[config.mk]
export PLATFORM = sky130hd
export DESIGN_NAME = vga_rect_fill
export DESIGN_NICKNAME = d
export VERILOG_FILES = /design/src/rtl/vga_rect_fill.sv
export SDC_FILE = /design/constraint.sdc
export NUM_CORES = 1
export LEC_CHECK = 0
export ABC_CLOCK_PERIOD_IN_PS = 4600
export CORE_UTILIZATION = 31
export DETAILED_ROUTE_END_ITERATION = 8
export HOLD_SLACK_MARGIN = 0.08
export SLEW_MARGIN = 20
export SYNTH_ARGS = -nofsm -noshare
export SYNTH_HDL_FRONTEND = slang
export SYNTH_SLANG_ARGS = --single-unit
[constraint.sdc]
create_clock -name clk -period 4.6 [get_ports clk]
set_clock_uncertainty 0.15 [all_clocks]
set_input_delay 1.15 -clock clk [delete_from_list [all_inputs] [get_ports clk]]
set_output_delay 1.15 -clock clk [all_outputs]
set_load 0.005 [all_outputs]
[src/rtl/vga_rect_fill.sv]
`default_nettype none
// ============================================================================
//  Module      : vga_rect_fill
//  Description : Wishbone initiator that fills a screen-clipped, axis-aligned
//                rectangle of the VGA framebuffer with a single colour, one
//                single-beat write per pixel, row-major order.
//  Revision    : 1.0 - initial release
// ============================================================================
module vga_rect_fill #(
   parameter int          VGA_WIDTH       = 640,
   parameter int          VGA_HEIGHT      = 480,
   parameter int          VGA_COLOR_DEPTH = 8,
   parameter logic [31:0] BASE_ADDR       = 32'h0000_0000,
   parameter int          ACK_TIMEOUT     = 255
) (
   input  logic                         clk,
   input  logic                         rst,
   input  logic                         cmd_valid,
   output logic                         cmd_ready,
   input  logic [9:0]                   cmd_x,
   input  logic [8:0]                   cmd_y,
   input  logic [9:0]                   cmd_w,
   input  logic [9:0]                   cmd_h,
   input  logic [3*VGA_COLOR_DEPTH-1:0] cmd_color,
   output logic                         busy,
   output logic                         done,
   output logic                         err,
   output logic                         cyc_o,
   output logic                         stb_o,
   output logic                         we_o,
   output logic [3:0]                   sel_o,
   output logic [31:0]                  addr_o,
   output logic [31:0]                  data_o,
   input  logic                         ack_i
);

   localparam int          C_CW        = 3 * VGA_COLOR_DEPTH;
   localparam int          C_TW        = (ACK_TIMEOUT > 1) ? $clog2(ACK_TIMEOUT + 1) : 1;
   localparam logic [10:0] C_W11       = 11'(VGA_WIDTH);
   localparam logic [10:0] C_H11       = 11'(VGA_HEIGHT);
   localparam logic [31:0] C_ROW_BYTES = 32'(4 * VGA_WIDTH);
   localparam logic [C_TW-1:0] C_TLAST = C_TW'(ACK_TIMEOUT - 1);

   // Packed colour must fit in one 32-bit data word.
   generate
      if (C_CW > 32) begin : g_bad_color_depth
         $error("vga_rect_fill: 3*VGA_COLOR_DEPTH must not exceed 32");
      end
      if (ACK_TIMEOUT < 1) begin : g_bad_timeout
         $error("vga_rect_fill: ACK_TIMEOUT must be at least 1");
      end
   endgenerate

   typedef enum logic [2:0] {
      S_IDLE  = 3'd0,
      S_CLIP  = 3'd1,
      S_WRITE = 3'd2,
      S_NEXT  = 3'd3,
      S_DONE  = 3'd4
   } state_t;

   state_t            r_state;
   state_t            w_state_nxt;

   logic [9:0]        r_x;
   logic [8:0]        r_y;
   logic [9:0]        r_w;
   logic [9:0]        r_h;
   logic [C_CW-1:0]   r_color;
   logic [9:0]        r_cx;
   logic [8:0]        r_cy;
   logic [9:0]        r_x_last;
   logic [8:0]        r_y_last;
   logic [31:0]       r_row_addr;
   logic [C_TW-1:0]   r_tcnt;
   logic              r_err;

   logic              w_accept;
   logic [10:0]       w_x_end;
   logic [10:0]       w_y_end;
   logic [10:0]       w_x_lim;
   logic [10:0]       w_y_lim;
   logic [9:0]        w_x_last;
   logic [8:0]        w_y_last;
   logic              w_degenerate;
   logic [31:0]       w_start_addr;
   logic              w_row_end;
   logic              w_last;
   logic              w_timeout;

   // Clip arithmetic is done in 11 bits so x+w and y+h never wrap.
   assign w_x_end      = {1'b0, r_x} + {1'b0, r_w};
   assign w_y_end      = {2'b00, r_y} + {1'b0, r_h};
   assign w_x_lim      = (w_x_end > C_W11) ? C_W11 : w_x_end;
   assign w_y_lim      = (w_y_end > C_H11) ? C_H11 : w_y_end;
   assign w_x_last     = 10'(w_x_lim - 11'd1);
   assign w_y_last     = 9'(w_y_lim - 11'd1);
   assign w_degenerate = ({1'b0, r_x} >= C_W11) || ({2'b00, r_y} >= C_H11) ||
                         (r_w == 10'd0) || (r_h == 10'd0);
   assign w_start_addr = BASE_ADDR + ((32'(r_y) * 32'(VGA_WIDTH) + 32'(r_x)) << 2);

   assign w_accept  = cmd_valid && cmd_ready;
   assign w_row_end = (r_cx == r_x_last);
   assign w_last    = w_row_end && (r_cy == r_y_last);
   assign w_timeout = (r_tcnt == C_TLAST);
   assign err       = r_err;

   // State register.
   always_ff @(posedge clk) begin
      if (rst) begin
         r_state <= S_IDLE;
      end else begin
         r_state <= w_state_nxt;
      end
   end

   // Next-state decode and Wishbone/handshake outputs.
   always_comb begin
      w_state_nxt = r_state;
      cmd_ready   = 1'b0;
      busy        = 1'b1;
      done        = 1'b0;
      cyc_o       = 1'b0;
      stb_o       = 1'b0;
      we_o        = 1'b0;
      sel_o       = 4'h0;
      case (r_state)
         S_IDLE: begin
            busy      = 1'b0;
            cmd_ready = !rst;
            if (w_accept) begin
               w_state_nxt = S_CLIP;
            end
         end
         S_CLIP: begin
            w_state_nxt = w_degenerate ? S_DONE : S_WRITE;
         end
         S_WRITE: begin
            cyc_o = 1'b1;
            stb_o = 1'b1;
            we_o  = 1'b1;
            sel_o = 4'hF;
            if (ack_i) begin
               w_state_nxt = S_NEXT;
            end else if (w_timeout) begin
               w_state_nxt = S_DONE;
            end
         end
         S_NEXT: begin
            w_state_nxt = w_last ? S_DONE : S_WRITE;
         end
         S_DONE: begin
            done        = 1'b1;
            w_state_nxt = S_IDLE;
         end
         default: begin
            w_state_nxt = S_IDLE;
         end
      endcase
   end

   // Command latch, pixel walker, bus address/data and timeout bookkeeping.
   always_ff @(posedge clk) begin
      if (rst) begin
         r_x        <= '0;
         r_y        <= '0;
         r_w        <= '0;
         r_h        <= '0;
         r_color    <= '0;
         r_cx       <= '0;
         r_cy       <= '0;
         r_x_last   <= '0;
         r_y_last   <= '0;
         r_row_addr <= '0;
         r_tcnt     <= '0;
         r_err      <= 1'b0;
         addr_o     <= '0;
         data_o     <= '0;
      end else begin
         if (w_accept) begin
            r_x     <= cmd_x;
            r_y     <= cmd_y;
            r_w     <= cmd_w;
            r_h     <= cmd_h;
            r_color <= cmd_color;
            r_err   <= 1'b0;
         end
         case (r_state)
            S_CLIP: begin
               r_tcnt <= '0;
               if (!w_degenerate) begin
                  r_cx       <= r_x;
                  r_cy       <= r_y;
                  r_x_last   <= w_x_last;
                  r_y_last   <= w_y_last;
                  r_row_addr <= w_start_addr;
                  addr_o     <= w_start_addr;
                  data_o     <= 32'(r_color);
               end
            end
            S_WRITE: begin
               r_tcnt <= r_tcnt + C_TW'(1);
               if (!ack_i && w_timeout) begin
                  r_err <= 1'b1;
               end
            end
            S_NEXT: begin
               r_tcnt <= '0;
               if (!w_last) begin
                  if (w_row_end) begin
                     r_cx       <= r_x;
                     r_cy       <= r_cy + 9'd1;
                     r_row_addr <= r_row_addr + C_ROW_BYTES;
                     addr_o     <= r_row_addr + C_ROW_BYTES;
                  end else begin
                     r_cx   <= r_cx + 10'd1;
                     addr_o <= addr_o + 32'd4;
                  end
               end
            end
            default: begin
            end
         endcase
      end
   end

endmodule
`default_nettype wire

==> key figures <==
Floorplanning
  • Starting density of the core: 0.315
  • Core ar.: 0.0356 sq mm
  • Number of core rows: 69
  • Horiz. Die Dim: 192 um
  • Boundary Pins: 142
  • Die area: 0.0369 sq mm
  • Die Ht: 192 um

Synthesis
  • Top_reg_cell synth: dfxtp_1
  • Synthesized area per cell: 7.54 sq um
  • Synth async-reset ratio: 0
  • Post-synthesis sequential area ratio: 0.354
  • Post-synth EDFFs: 0
  • YS warnings: 0
  • Post-synth cell types: 82
  • Synth Cell Area: 0.0112 sq mm
  • Post-synthesis register bit count: 198
  • Post-synthesis instance total: 1484

Clocking
  • Post-CTS Hold Buffers: 0
  • Clock-pin slew on the worst setup and hold paths: 0.08 ns
  • CTS tree: yes
  • Num CTS Buffers: 17
  • Max Buffers Root-to-Sink: 2
  • Clock root buffer: clkbuf_16
  • Resized cells post-CTS: 0
  • H-tree levels: 4
  • Worst skew pair latency: 0.44 ns
  • Setup Fix Bufs, Post-CTS: 0
  • Clock Sink Count: 198

Placement
  • Detailed placement HPWL: 22.9 mm
  • IO buf count: 133
  • Placed Cells: 2008
  • DP Worst Slack: 0.502 ns
  • Placer Congestion: 0.877

Worst setup path
  • Setup crit end kind: flop
  • Crit path kind: flop to flop
  • CP top delay family: compound AO/OA/AOI/OAI gates
  • Arrival time worst endpoint: 4.33 ns
  • CP max stage delay: 0.62 ns
  • CP Max Fanout: 10
  • Highest-delay cell along the critical path: or4b_4
  • Startpoint Class: flop
  • Slack of the worst reg-to-reg path: 0.46 ns
  • Worst-path cell chain: ha_1 > inv_1 > fa_1 > xor2_1 > nand3b_1 > or4b_4 > a21oi_4 > o21a_1 > nand2_1 > ha_1 > a21bo_2 > o21ai_1 > xor2_1 > a211oi_1
  • Worst EP required: 4.80 ns
  • Buf/Inv on CP: 1

Outcome
  • Outcome: finished clean

Timing
  • Setup TNS: 0 ns
  • Final Hold Vio Count: 0
  • Slew Limit Fails: 0
  • Slew @ Worst Pin: 1.06 ns
  • Final cycle utilization of the critical path: 0.899
  • Fmax: 242 MHz
  • Fin crit period: 4.14 ns
  • Count of final setup violators: 0
  • WHS: 0.304 ns
  • Slew headroom: 0.290
  • Worst Slack Setup Final: 0.465 ns
  • RSZ-0062 raised after global routing: no

Finish
  • Area delta synth->final: 20.4%
  • Commonest non-fill, non-tap cells in the layout: nand2_1, dfxtp_1, o21ai_0, nor2_1, clkdlybuf4s50_1
  • Layout cells sized above 1: 0.0475
  • Non-filler cells, final: 2041
  • Nets: 1680
  • Most common cell after layout, fill and taps aside: nand2_1

Routing
  • Wire per inst: 15.7 um
  • Number of routed nets with antenna violations: 0
  • DR vias/cell: 5.22
  • DRC: 0
  • DRT iter0 DRCs: 699
  • Pre-antenna DRT Iters: 5
  • WL final: 32.1 mm
  • Vias: 10700

Job
  • Max-cap violation count: 0

Global route
  • First-pass GRT wire length: 52.4 mm
  • Vias in the first global route: 10100
  • Tot GR Track Use: 0.177
  • Initial antenna violation count: 1
  • Largest net degree at the start of global routing: 128
  • Gr ovfl total: 0

Power and ir drop
  • Pwr dens: 387 mW/mm^2
  • Tot Pwr: 5220 uW
  • Worst vdd ir: 0.000400 V
  • Pleak: 0.00482 uW

Worst hold path
  • HP Class: flop to flop
==> through the flow <==
step,util,cell area [sq um]
floorplan,-,11200
finish,0.379,13500
detailed placement,0.363,12900
global route,0.379,13500
global placement,0.363,12900
CTS,0.379,13500
==> report_power, final <==
part / total, uW / internal [uW] / leakage (uW) / switching (uW)
combinational: 1690 / 665 / 0.00293 / 1030
clock: 1470 / 739 / 0.000273 / 732
sequential: 2060 / 1880 / 0.00161 / 180
total: 5220 / 3280 / 0.00482 / 1940
==> cells by family after synthesis <==
family | count (synthesis) | synth area share
simple gates | 619 | 0.251
mux | 6 | 0.00537
flops | 198 | 0.354
fa+ha+maj | 47 | 0.0552
xor+xnor | 75 | 0.0587
other cells | 1 | 0.000335
compound gates | 412 | 0.226
buf+inv | 126 | 0.0486
==> tightest hold or removal path, delay by kind of cell (launching register included) <==
kind,cells,cell delay [ns]
AND/OR/NAND/NOR,1,0.05
flip-flops,1,0.32
AO/OA/AOI/OAI,1,0.05
==> flip-flops by register name (all words and copies together) (netlist names), 10 cells and up <==
register / cells
r_x_last: 10
r_color: 24
r_row_addr: 30
r_x: 10
r_w: 10
r_h: 10
r_cx: 10
addr_o: 31
data_o: 24
==> worst paths after layout <==
check             cells past startpoint        from     endpoint
setup / recovery                     14      r_x[0]  r_x_last[6]
hold reg to reg                       2  r_color[5]    data_o[5]
setup reg to reg                     14      r_x[0]  r_x_last[6]
hold / removal                        2  r_color[5]    data_o[5]
==> per-layer routing <==
metal / routed length [um] / vias up / track usage
met2: 14100 / 260 / 0.275
li1: - / 5373 / -
met1: 15800 / 4991 / 0.246
met5: 0 / - / 0
met3: 1750 / 36 / 0.0362
met4: 447 / 0 / 0.0472
==> cells in the mapped netlist (13+ instances only) <==
library cell  instances  area [sq um]
nand2_1             293          1100
dfxtp_1             198          3960
nor2_1              136           510
o21ai_0             134           671
a21oi_1             114           571
clkbuf_1             66           248
ha_1                 43           538
xor2_1               40           350
xnor2_1              35           307
nand3_1              34           170
inv_1                27           101
a211oi_1             25           188
nor3_1               25           125
and3_1               18           113
nand4_1              18           113
buf_4                16           120
nor4_1               15          93.8
a311oi_1             14           123
o21ai_1              14          70.1
a31oi_1              13          81.3
o21a_1               13          97.6
==> cell type report <==
type                       instances  area (sq um)
inverter                          29           110
clock inverter                    13           115
timing repair buffer             153          1500
multi-input combinational       1167          6750
fill                            3758         22100
antenna                            1          2.50
sequential                       198          3960
clock buffer                      19           453
tap                              461           577
(Power assumes the default switching activity.)
